==> src/rtl/msrv32_wb_pkg.sv <==
// ----------------------------------------------------------------------------
// msrv32_wb_pkg
// Shared definitions for the writeback retire unit:
//   - writeback source select codes (index into the packed source bus)
//   - the retire-queue entry record {rd, wr_en, data, pending}
//   - a small helper that classifies a select code as legal or not
// ----------------------------------------------------------------------------
package msrv32_wb_pkg;

    // Writeback source select codes; the code is also the slot index in
    // the packed source bus.
    localparam int WB_ALU     = 0;
    localparam int WB_LU      = 1;
    localparam int WB_IMM     = 2;
    localparam int WB_IADDER  = 3;
    localparam int WB_CSR     = 4;
    localparam int WB_PC_PLUS = 5;

    localparam int WB_NUM_SRC = 6;
    localparam int WB_XLEN    = 32;

    // One retire-queue entry at the default datapath width. pending marks a
    // load whose data has not come back yet.
    typedef struct packed {
        logic [4:0]         rd;
        logic               wr_en;
        logic [WB_XLEN-1:0] data;
        logic               pending;
    } wb_entry_t;

    // A select code is legal when it addresses one of the num_src sources.
    function automatic logic wb_sel_is_legal(input int unsigned sel,
                                             input int unsigned num_src);
        return (sel < num_src) ? 1'b1 : 1'b0;
    endfunction

endpackage

==> src/rtl/msrv32_wb_retire_fifo.sv <==
// ----------------------------------------------------------------------------
// msrv32_wb_retire_fifo
// In-order retire queue of DEPTH entries. Keeps head (read), tail (write)
// pointers and an occupancy count, and locates the oldest pending load
// entry so returning load data can be written into it.
//
// Ports:
//   clk, rst         clock, synchronous active-high reset
//   flush            drop every entry; overrides push/pop/fill this cycle
//   push, push_*     write a new entry at the tail (caller ensures !full)
//   pop              drop the head entry (caller ensures head is retirable)
//   fill_req/data    load data return; lands in the oldest pending entry
//   head_*           fields of the head entry, head_valid = queue non-empty
//   full             count == DEPTH
//   ld_found         an eligible pending entry exists for fill_req
// ----------------------------------------------------------------------------
module msrv32_wb_retire_fifo #(
    parameter int WIDTH = 32,
    parameter int DEPTH = 4
) (
    input  logic             clk,
    input  logic             rst,
    input  logic             flush,
    input  logic             push,
    input  logic [4:0]       push_rd,
    input  logic             push_wr_en,
    input  logic [WIDTH-1:0] push_data,
    input  logic             push_pending,
    input  logic             pop,
    input  logic             fill_req,
    input  logic [WIDTH-1:0] fill_data,
    output logic             head_valid,
    output logic             head_pending,
    output logic [4:0]       head_rd,
    output logic             head_wr_en,
    output logic [WIDTH-1:0] head_data,
    output logic             full,
    output logic             ld_found
);

    localparam int PTR_W = (DEPTH > 1) ? $clog2(DEPTH) : 1;
    localparam int CNT_W = PTR_W + 1;

    logic [PTR_W-1:0] rd_ptr_r;
    logic [PTR_W-1:0] wr_ptr_r;
    logic [CNT_W-1:0] count_r;

    logic [4:0]       rd_q_r      [DEPTH];
    logic             wr_en_q_r   [DEPTH];
    logic [WIDTH-1:0] data_q_r    [DEPTH];
    logic             pending_q_r [DEPTH];

    logic [PTR_W-1:0] ld_idx_s;
    logic             ld_found_s;

    // Load pointer: scan from the head for the oldest live pending entry.
    // Entries pushed this cycle are not in storage yet, so a load becomes
    // eligible for data only from the cycle after it was accepted.
    always_comb begin
        ld_found_s = 1'b0;
        ld_idx_s   = rd_ptr_r;
        for (int i = 0; i < DEPTH; i++) begin
            if (!ld_found_s && (CNT_W'(i) < count_r)
                && pending_q_r[rd_ptr_r + PTR_W'(i)]) begin
                ld_found_s = 1'b1;
                ld_idx_s   = rd_ptr_r + PTR_W'(i);
            end else begin
                ld_found_s = ld_found_s;
            end
        end
    end

    // Queue storage, pointers and count.
    always_ff @(posedge clk) begin
        if (rst) begin
            rd_ptr_r <= '0;
            wr_ptr_r <= '0;
            count_r  <= '0;
            for (int i = 0; i < DEPTH; i++) begin
                rd_q_r[i]      <= 5'd0;
                wr_en_q_r[i]   <= 1'b0;
                data_q_r[i]    <= '0;
                pending_q_r[i] <= 1'b0;
            end
        end else if (flush) begin
            rd_ptr_r <= '0;
            wr_ptr_r <= '0;
            count_r  <= '0;
            for (int i = 0; i < DEPTH; i++) begin
                pending_q_r[i] <= 1'b0;
            end
        end else begin
            if (push) begin
                rd_q_r[wr_ptr_r]      <= push_rd;
                wr_en_q_r[wr_ptr_r]   <= push_wr_en;
                data_q_r[wr_ptr_r]    <= push_data;
                pending_q_r[wr_ptr_r] <= push_pending;
                wr_ptr_r              <= wr_ptr_r + PTR_W'(1);
            end
            // The tail slot is never live, so a fill cannot collide with push.
            if (fill_req && ld_found_s) begin
                data_q_r[ld_idx_s]    <= fill_data;
                pending_q_r[ld_idx_s] <= 1'b0;
            end
            if (pop) begin
                rd_ptr_r <= rd_ptr_r + PTR_W'(1);
            end
            case ({push, pop})
                2'b10:   count_r <= count_r + CNT_W'(1);
                2'b01:   count_r <= count_r - CNT_W'(1);
                default: count_r <= count_r;
            endcase
        end
    end

    assign head_valid   = (count_r != '0);
    assign head_pending = pending_q_r[rd_ptr_r];
    assign head_rd      = rd_q_r[rd_ptr_r];
    assign head_wr_en   = wr_en_q_r[rd_ptr_r];
    assign head_data    = data_q_r[rd_ptr_r];
    assign full         = (count_r == CNT_W'(DEPTH));
    assign ld_found     = ld_found_s;

endmodule

==> src/rtl/msrv32_wb_retire_unit.sv <==
// ----------------------------------------------------------------------------
// msrv32_wb_retire_unit
// Buffered writeback stage between execute and the integer register file.
// Selects the writeback value from NUM_SRC packed sources, queues results in
// order (up to DEPTH), holds loads until the load unit returns data, and
// retires one register-file write per cycle. Also hosts the ALU second
// operand mux.
//
// Ports:
//   ms_riscv32_mp_clk_in/rst_in   clock, synchronous active-high reset
//   flush_in                      discard every queued entry
//   wb_valid_in / wb_ready_out    upstream handshake (ready = !full && !rst)
//   wb_mux_sel_in, rd_addr_in, rf_wr_en_in, src_data_in   result to queue
//   alu_src_in, imm_in, rs2_in -> alu_2nd_src_mux_out     (combinational)
//   lu_valid_in, lu_data_in       load data return
//   rf_wr_en_out, rf_rd_addr_out, rf_wr_data_out         registered RF write
//   illegal_sel_out, lu_orphan_out                      1-cycle error pulses
// ----------------------------------------------------------------------------
module msrv32_wb_retire_unit
    import msrv32_wb_pkg::*;
#(
    parameter int WIDTH   = 32,
    parameter int NUM_SRC = WB_NUM_SRC,
    parameter int SEL_W   = 3,
    parameter int LU_SEL  = WB_LU,
    parameter int DEPTH   = 4
) (
    input  logic                     ms_riscv32_mp_clk_in,
    input  logic                     ms_riscv32_mp_rst_in,
    input  logic                     flush_in,
    input  logic                     wb_valid_in,
    output logic                     wb_ready_out,
    input  logic [SEL_W-1:0]         wb_mux_sel_in,
    input  logic [4:0]               rd_addr_in,
    input  logic                     rf_wr_en_in,
    input  logic [NUM_SRC*WIDTH-1:0] src_data_in,
    input  logic                     alu_src_in,
    input  logic [WIDTH-1:0]         imm_in,
    input  logic [WIDTH-1:0]         rs2_in,
    output logic [WIDTH-1:0]         alu_2nd_src_mux_out,
    input  logic                     lu_valid_in,
    input  logic [WIDTH-1:0]         lu_data_in,
    output logic                     rf_wr_en_out,
    output logic [4:0]               rf_rd_addr_out,
    output logic [WIDTH-1:0]         rf_wr_data_out,
    output logic                     illegal_sel_out,
    output logic                     lu_orphan_out
);

    logic [WIDTH-1:0] sel_data_s;
    logic             sel_legal_s;
    logic             is_load_s;
    logic             push_s;
    logic             pop_s;
    logic             fill_req_s;

    logic             head_valid_s;
    logic             head_pending_s;
    logic [4:0]       head_rd_s;
    logic             head_wr_en_s;
    logic [WIDTH-1:0] head_data_s;
    logic             full_s;
    logic             ld_found_s;

    // Writeback source select; out-of-range codes yield zero data.
    always_comb begin
        sel_data_s  = '0;
        sel_legal_s = wb_sel_is_legal(int'(wb_mux_sel_in), NUM_SRC);
        for (int k = 0; k < NUM_SRC; k++) begin
            if (int'(wb_mux_sel_in) == k) begin
                sel_data_s = src_data_in[k*WIDTH +: WIDTH];
            end else begin
                sel_data_s = sel_data_s;
            end
        end
    end

    assign is_load_s    = sel_legal_s && (int'(wb_mux_sel_in) == LU_SEL);
    assign wb_ready_out = !full_s && !ms_riscv32_mp_rst_in;
    assign push_s       = wb_valid_in && wb_ready_out && !flush_in;
    // Only a head whose data is already stored may retire: no fill bypass.
    assign pop_s        = head_valid_s && !head_pending_s && !flush_in;
    assign fill_req_s   = lu_valid_in && !flush_in;

    assign alu_2nd_src_mux_out = alu_src_in ? rs2_in : imm_in;

    msrv32_wb_retire_fifo #(
        .WIDTH (WIDTH),
        .DEPTH (DEPTH)
    ) u_fifo (
        .clk          (ms_riscv32_mp_clk_in),
        .rst          (ms_riscv32_mp_rst_in),
        .flush        (flush_in),
        .push         (push_s),
        .push_rd      (rd_addr_in),
        .push_wr_en   (rf_wr_en_in && sel_legal_s),
        .push_data    (is_load_s ? '0 : sel_data_s),
        .push_pending (is_load_s),
        .pop          (pop_s),
        .fill_req     (fill_req_s),
        .fill_data    (lu_data_in),
        .head_valid   (head_valid_s),
        .head_pending (head_pending_s),
        .head_rd      (head_rd_s),
        .head_wr_en   (head_wr_en_s),
        .head_data    (head_data_s),
        .full         (full_s),
        .ld_found     (ld_found_s)
    );

    // Registered register-file write port and error pulses.
    always_ff @(posedge ms_riscv32_mp_clk_in) begin
        if (ms_riscv32_mp_rst_in) begin
            rf_wr_en_out    <= 1'b0;
            rf_rd_addr_out  <= 5'd0;
            rf_wr_data_out  <= '0;
            illegal_sel_out <= 1'b0;
            lu_orphan_out   <= 1'b0;
        end else begin
            illegal_sel_out <= push_s && !sel_legal_s;
            lu_orphan_out   <= fill_req_s && !ld_found_s;
            if (pop_s) begin
                // x0 is hard-wired zero, so a retire to it never writes.
                rf_wr_en_out   <= head_wr_en_s && (head_rd_s != 5'd0);
                rf_rd_addr_out <= head_rd_s;
                rf_wr_data_out <= head_data_s;
            end else begin
                rf_wr_en_out   <= 1'b0;
            end
        end
    end

endmodule

==> config.mk <==
export PLATFORM = sky130hd
export DESIGN_NAME = msrv32_wb_retire_unit
export DESIGN_NICKNAME = d
export VERILOG_FILES = /design/src/rtl/msrv32_wb_pkg.sv /design/src/rtl/msrv32_wb_retire_fifo.sv /design/src/rtl/msrv32_wb_retire_unit.sv
export SDC_FILE = /design/constraint.sdc
export NUM_CORES = 1
export LEC_CHECK = 0
export CELL_PAD_IN_SITES_DETAIL_PLACEMENT = 1
export CELL_PAD_IN_SITES_GLOBAL_PLACEMENT = 2
export CORE_ASPECT_RATIO = 0.5
export CORE_UTILIZATION = 44
export DETAILED_ROUTE_END_ITERATION = 10
export DONT_BUFFER_PORTS = 1
export PLACE_DENSITY_LB_ADDON = 0.1
export SYNTH_ARGS = -nofsm -noshare
export SYNTH_HDL_FRONTEND = slang
export SYNTH_HIERARCHICAL = 1
export SYNTH_SLANG_ARGS = --single-unit
==> constraint.sdc <==
create_clock -name ms_riscv32_mp_clk_in -period 6 [get_ports ms_riscv32_mp_clk_in]
set_input_delay 1.5 -clock ms_riscv32_mp_clk_in [delete_from_list [all_inputs] [get_ports ms_riscv32_mp_clk_in]]
set_output_delay 1.5 -clock ms_riscv32_mp_clk_in [all_outputs]
set_load 0.05 [all_outputs]
# Word level (Yosys, flattened, before mapping)
# Memory sizes are Yosys's and may differ from the RTL's. A register that Yosys moved wholly into a read port is not among the register bits.
# Cells that the tools add are included.
# W data, S select, Z words.
classes:
  addsub: 6
  magnitude_cmp: 5
  eq_ne: 8
  mux: 58
  bitwise_logic: 5
  reduce_logical: 40
ops:
  columns: ["op", "n"]
  rows:
  - ["$mux W32", 10]
  - ["$reduce_or A32 Y1", 2]
  - ["$mux W1", 31]
  - ["$mux W2", 15]
  - ["$logic_and A1 B1 Y1", 19]
  - ["$eq A3 B3 Y1 const B", 5]
  - ["$logic_not A1 Y1", 9]
  - ["$lt A1 B3 Y1 const A", 2]
  - ["$lt A2 B3 Y1 const A", 2]
  - ["$pmux W3 S2", 1]
  - ["$mux W5", 1]
  - ["$reduce_bool A5 Y1", 1]
  - ["$reduce_or A5 Y1", 1]
  - ["$add A2 B1 Y2 const B", 2]
  - ["$add A2 B2 Y2 const B", 2]
  - ["$or A1 B1 Y1", 4]
  - ["$reduce_or A2 Y1", 2]
  - ["$add A3 B1 Y3 const B", 1]
  - ["$eq A3 B2 Y1 const B", 1]
  - ["$logic_not A3 Y1", 1]
  - ["$lt A3 B3 Y1 const B", 1]
  - ["$reduce_bool A3 Y1", 1]
  - ["$reduce_or A1 Y1", 3]
  - ["$sub A3 B1 Y3 const B", 1]
  - ["other kinds (4)", 4]
word_totals:
  regBits: 15
  ram_bits: 156
  input_bits: 303
  out_inout_bits: 73
  wordCells: 133
  memories: 4
mem_list:
  columns: ["memory", "words", "width", "rd", "rd_clocked_by_memory_dff", "wr", "line", "text"]
  rows:
  - ["u_fifo.data_q_r", 4, 32, 1, 1, 4, "msrv32_wb_retire_fifo.sv:50", "logic [WIDTH-1:0] data_q_r [DEPTH];"]
  - ["u_fifo.rd_q_r", 4, 5, 1, 1, 4, "msrv32_wb_retire_fifo.sv:48", "logic [4:0] rd_q_r [DEPTH];"]
  - ["u_fifo.pending_q_r", 4, 1, 4, 1, 4, "msrv32_wb_retire_fifo.sv:51", "logic pending_q_r [DEPTH];"]
  - ["u_fifo.wr_en_q_r", 4, 1, 1, 1, 4, "msrv32_wb_retire_fifo.sv:49", "logic wr_en_q_r [DEPTH];"]

# Logic depth before layout (Yosys ltp)
logic_depth:
  word_depth: 22
  depth_mapped: 11
  mapped_depth_nobuf: 9

# Hierarchy
# Netlist, hierarchy kept.
by_module_without_submodules:
  columns: ["mod", "n_inst", "cells_each", "area_per_inst_um2", "seq_area_each_um2"]
  rows:
  - ["msrv32_wb_retire_fifo", 1, 658, 8669.6, 4824.6]
  - ["msrv32_wb_retire_unit", 1, 362, 3296.9, 800.8]

# Worst setup path before layout
# Ideal clock, no wire load.
synth_path:
  kind: "input -> register"
  start: "input port ms_riscv32_mp_rst_in"
  end: "memory u_fifo.data_q_r[3][0] (enable)"
  setup_ps: 394
  arrival_ps: 4086
  t_required_ps: 5606
  setup_slack_ps: 1520
  cell_stages: 6
  n_path_buf: 2
  path_cell_list: "clkbuf_1 > nor4b_1 > clkbuf_1 > inv_1 > o41ai_1 > nand2b_1"
synth_rtl:
  columns: ["item", "line", "text"]
  rows:
  - ["start: declaration", "msrv32_wb_retire_unit.sv:29", "input logic ms_riscv32_mp_rst_in,"]
  - ["end: declaration", "msrv32_wb_retire_fifo.sv:50", null]

==> metrics.yaml <==
max_cap_viol_count: 0
ctsHoldBuffers: 0
synth.ff_latch_count: 205
portBuffers: 0
crit_path_max_fanout: 33
grt_pass1_wl_um: 53900
cts_sinks: 205
fin_total_pwr_uw: 3180
peakVddDrop_mv: 0.134
hold_viol_final: 0
leakagePower_uw: 0.00486
antenna_found_initial: 2
slew_headroom_pct: 29.7
drc_errors: 0
fin_crit_ps: 3810
clkTransAtPathRegs_ps: 60
ys_types: 57
grt.total_usage_pct: 26.0
synthSimpleGateAreaFrac_pct: 10.9
dieArea_mm2: 0.0279
antenna_left: 0
synth_top_family_by_area: "multiplexers"
finalCritPeriodShare_pct: 63.6
synth.cell_area_mm2: 0.0120
startpoint: "u_fifo/rd_ptr_r[0]"
hold_end: "u_fifo/pending_q_r[2]"
fillers: 2772
synthArstFlopShare_pct: 0
layout_commonest_cell: "mux2i_1"
layout_common_cells: "mux2i_1 (186), nand2_1 (153), edfxtp_1 (152)"
post-cts-setup-buffers: 0
yosysWarnings: 6
dieHeight_um: 119
power_density_mw_per_mm2: 248
cts_tree: "built"
synth_mux_area_share_pct: 29.9
final_max_slew_viol_count: 0
worstPathRequired_ps: 6010
finalClockSkew_ps: 18.5
start_kind: "register"
synth_edf_count: 152
routed_wl_um: 36900
status: "complete, no violations"
tightestPinTransition_ps: 1050
critPathKind: "reg -> reg"
fin_nets: 1291
wl_per_cell_um: 27.4
root_buffer: "clkbuf_16"
place.detailed.hpwl_um: 24200
avgViaCountPerCell: 5.98
routabilityCongestion: 0.786
synth_cells: 1020
r2r_start: "u_fifo/rd_ptr_r[0]"
ys_seq_area_share_pct: 47.0
drt-initial-drc-count: 529
hold_class: "reg -> reg"
grt_overflow: 0
r2r_slack_ps: 2190
synth_xor_area_share_pct: 0.366
cts_buffers: 21
placementRows: 42
areaGrowthSynthToFinish_pct: 6.89
core_area_mm2: 0.0266
arrival_ps: 3820
r2r-end: "u_fifo/data_q_r[3][21]"
rsz0062_at_grt: "no"
worstSetupEndpointType: "register"
fmax_mhz: 262
holdPathStages: 2
synth_compound_area_share_pct: 5.92
drive_gt1_share_pct: 18.0
post_cts_resized: 0
grt_pass1_vias: 8467
clkLatencyLatePin_ps: 510
ios: 376
synth.avg_cell_area_um2: 11.7
setup_viol: 0
vias: 8071
die_x_um: 235
htree_num_levels: 1
final_util_pct: 48.1
firstDrtPassIters: 4
worstRegToRegCells: 7
tns_ps: 0
synth_nets: 1331
cts_buffer_depth: 3
grt_start_max_net_pins: 67
synth_flop_cell: "edfxtp_1"
synth_fa_ha_area_share_pct: 0.931
hold_path_startpoint: "u_fifo/pending_q_r[2]"
start_util_pct: 45.0
-- area by class of cell --
| cell class | instances | area [um^2] | share of cell area, % |
|---|---|---|---|
| clock buffers | 31 | 583 | 4.56 |
| clock inverters | 7 | 62.6 | 0.489 |
| diodes | 2 | 5.00 | 0.0391 |
| flip-flops and latches | 205 | 5630 | 44.0 |
| multi-input cells | 695 | 5790 | 45.3 |
| repair buffers | 17 | 128 | 0.998 |
| inverters | 40 | 150 | 1.17 |
| well taps | 352 | 440 | 3.44 |
-- worst max path at each step --
stage	slack [ps]	cells after the start	end
finish	2190	7	u_fifo/data_q_r[3][21]
global route	1910	7	u_fifo/data_q_r[3][29]
CTS	2190	7	u_fifo/data_q_r[3][29]
floorplan	1520	6	u_fifo/data_q_r[3][0]
global placement	1740	7	u_fifo/data_q_r[3][15]
detailed placement	1760	7	u_fifo/data_q_r[3][15]
-- flip-flops by register name, indices dropped and copies added, names as in the netlist, named ones only --
| signal | count |
|---|---|
| u_fifo/wr_ptr_r | 2 |
| u_fifo/rd_q_r | 20 |
| u_fifo/rd_ptr_r | 2 |
| rf_wr_en_out | 1 |
| u_fifo/wr_en_q_r | 4 |
| rf_wr_data_out | 32 |
| u_fifo/pending_q_r | 4 |
| lu_orphan_out | 1 |
| rf_rd_addr_out | 5 |
| illegal_sel_out | 1 |
| u_fifo/data_q_r | 128 |
| u_fifo/count_r | 3 |
-- where the power goes --
group | switching, uW | internal (uW) | leakage [uW] | total [uW]
combinational | 217 | 109 | 0.00251 | 326
clock | 545 | 718 | 0.000318 | 1260
sequential | 29.6 | 1560 | 0.00203 | 1590
total | 791 | 2390 | 0.00486 | 3180
-- synthesized netlist by cell type, types with 3 or more instances --
cell / instances / area [um^2]
mux2_4: 4 / 60.1
o211ai_1: 10 / 75.1
o21a_1: 14 / 105
or3_1: 3 / 18.8
and3b_1: 6 / 52.6
ha_1: 8 / 100
buf_4: 13 / 97.6
nor3_1: 7 / 35.0
buf_2: 16 / 80.1
nor2_1: 67 / 251
a221oi_1: 23 / 201
nand2_1: 155 / 582
clkbuf_1: 35 / 131
or2_2: 6 / 37.5
nand2b_1: 3 / 18.8
a31oi_1: 4 / 25.0
a21oi_1: 16 / 80.1
mux2i_1: 186 / 1860
buf_6: 11 / 124
buf_1: 5 / 18.8
edfxtp_1: 152 / 4560
and2_1: 20 / 125
and3_1: 7 / 43.8
mux2_2: 63 / 709
xnor2_1: 3 / 26.3
a32o_1: 4 / 40.0
a221o_1: 4 / 40.0
inv_1: 40 / 150
mux4_2: 41 / 923
nor2b_1: 4 / 25.0
o21ai_0: 4 / 20.0
nand3_1: 4 / 20.0
dfxtp_1: 53 / 1060
-- stage by stage --
step / instance area (um^2) / hold WS, ps / instances / worst slack (ps)
final: 12800 / 545 / 1349 / 2190
after global routing: 12800 / 592 / 1349 / 1910
after CTS: 12800 / 546 / 1347 / 2190
after detailed placement: 12100 / 521 / 1309 / 1760
after global placement: 12100 / 513 / 1309 / 1740
after floorplan: 12000 / 479 / 1020 / 1520
-- critical path, stage by stage, from the launching register on --
cell      delay (ps)
dfxtp_1          610
mux4_2           620
o22ai_1          180
o32a_1           180
o211ai_2         240
nand2_2          120
buf_4            580
nand2b_2         760
-- layer usage --
metal	vias to the layer above	wire [um]	part of all wire, %	global-route usage, %
met1	4099	17200	46	36.1
met5	-	0	0	0
met3	35	2060	5.6	4.86
met2	269	17100	46	42.6
met4	0	615	1.7	5.43
li1	3668	-	-	-
-- kinds of logic after synthesis --
logic type | count (synthesis)
mux | 296
simple gates | 292
flops | 205
buf+inv | 120
compound gates | 93
fa+ha+maj | 9
xor+xnor | 5
(Power assumes the default switching activity.)
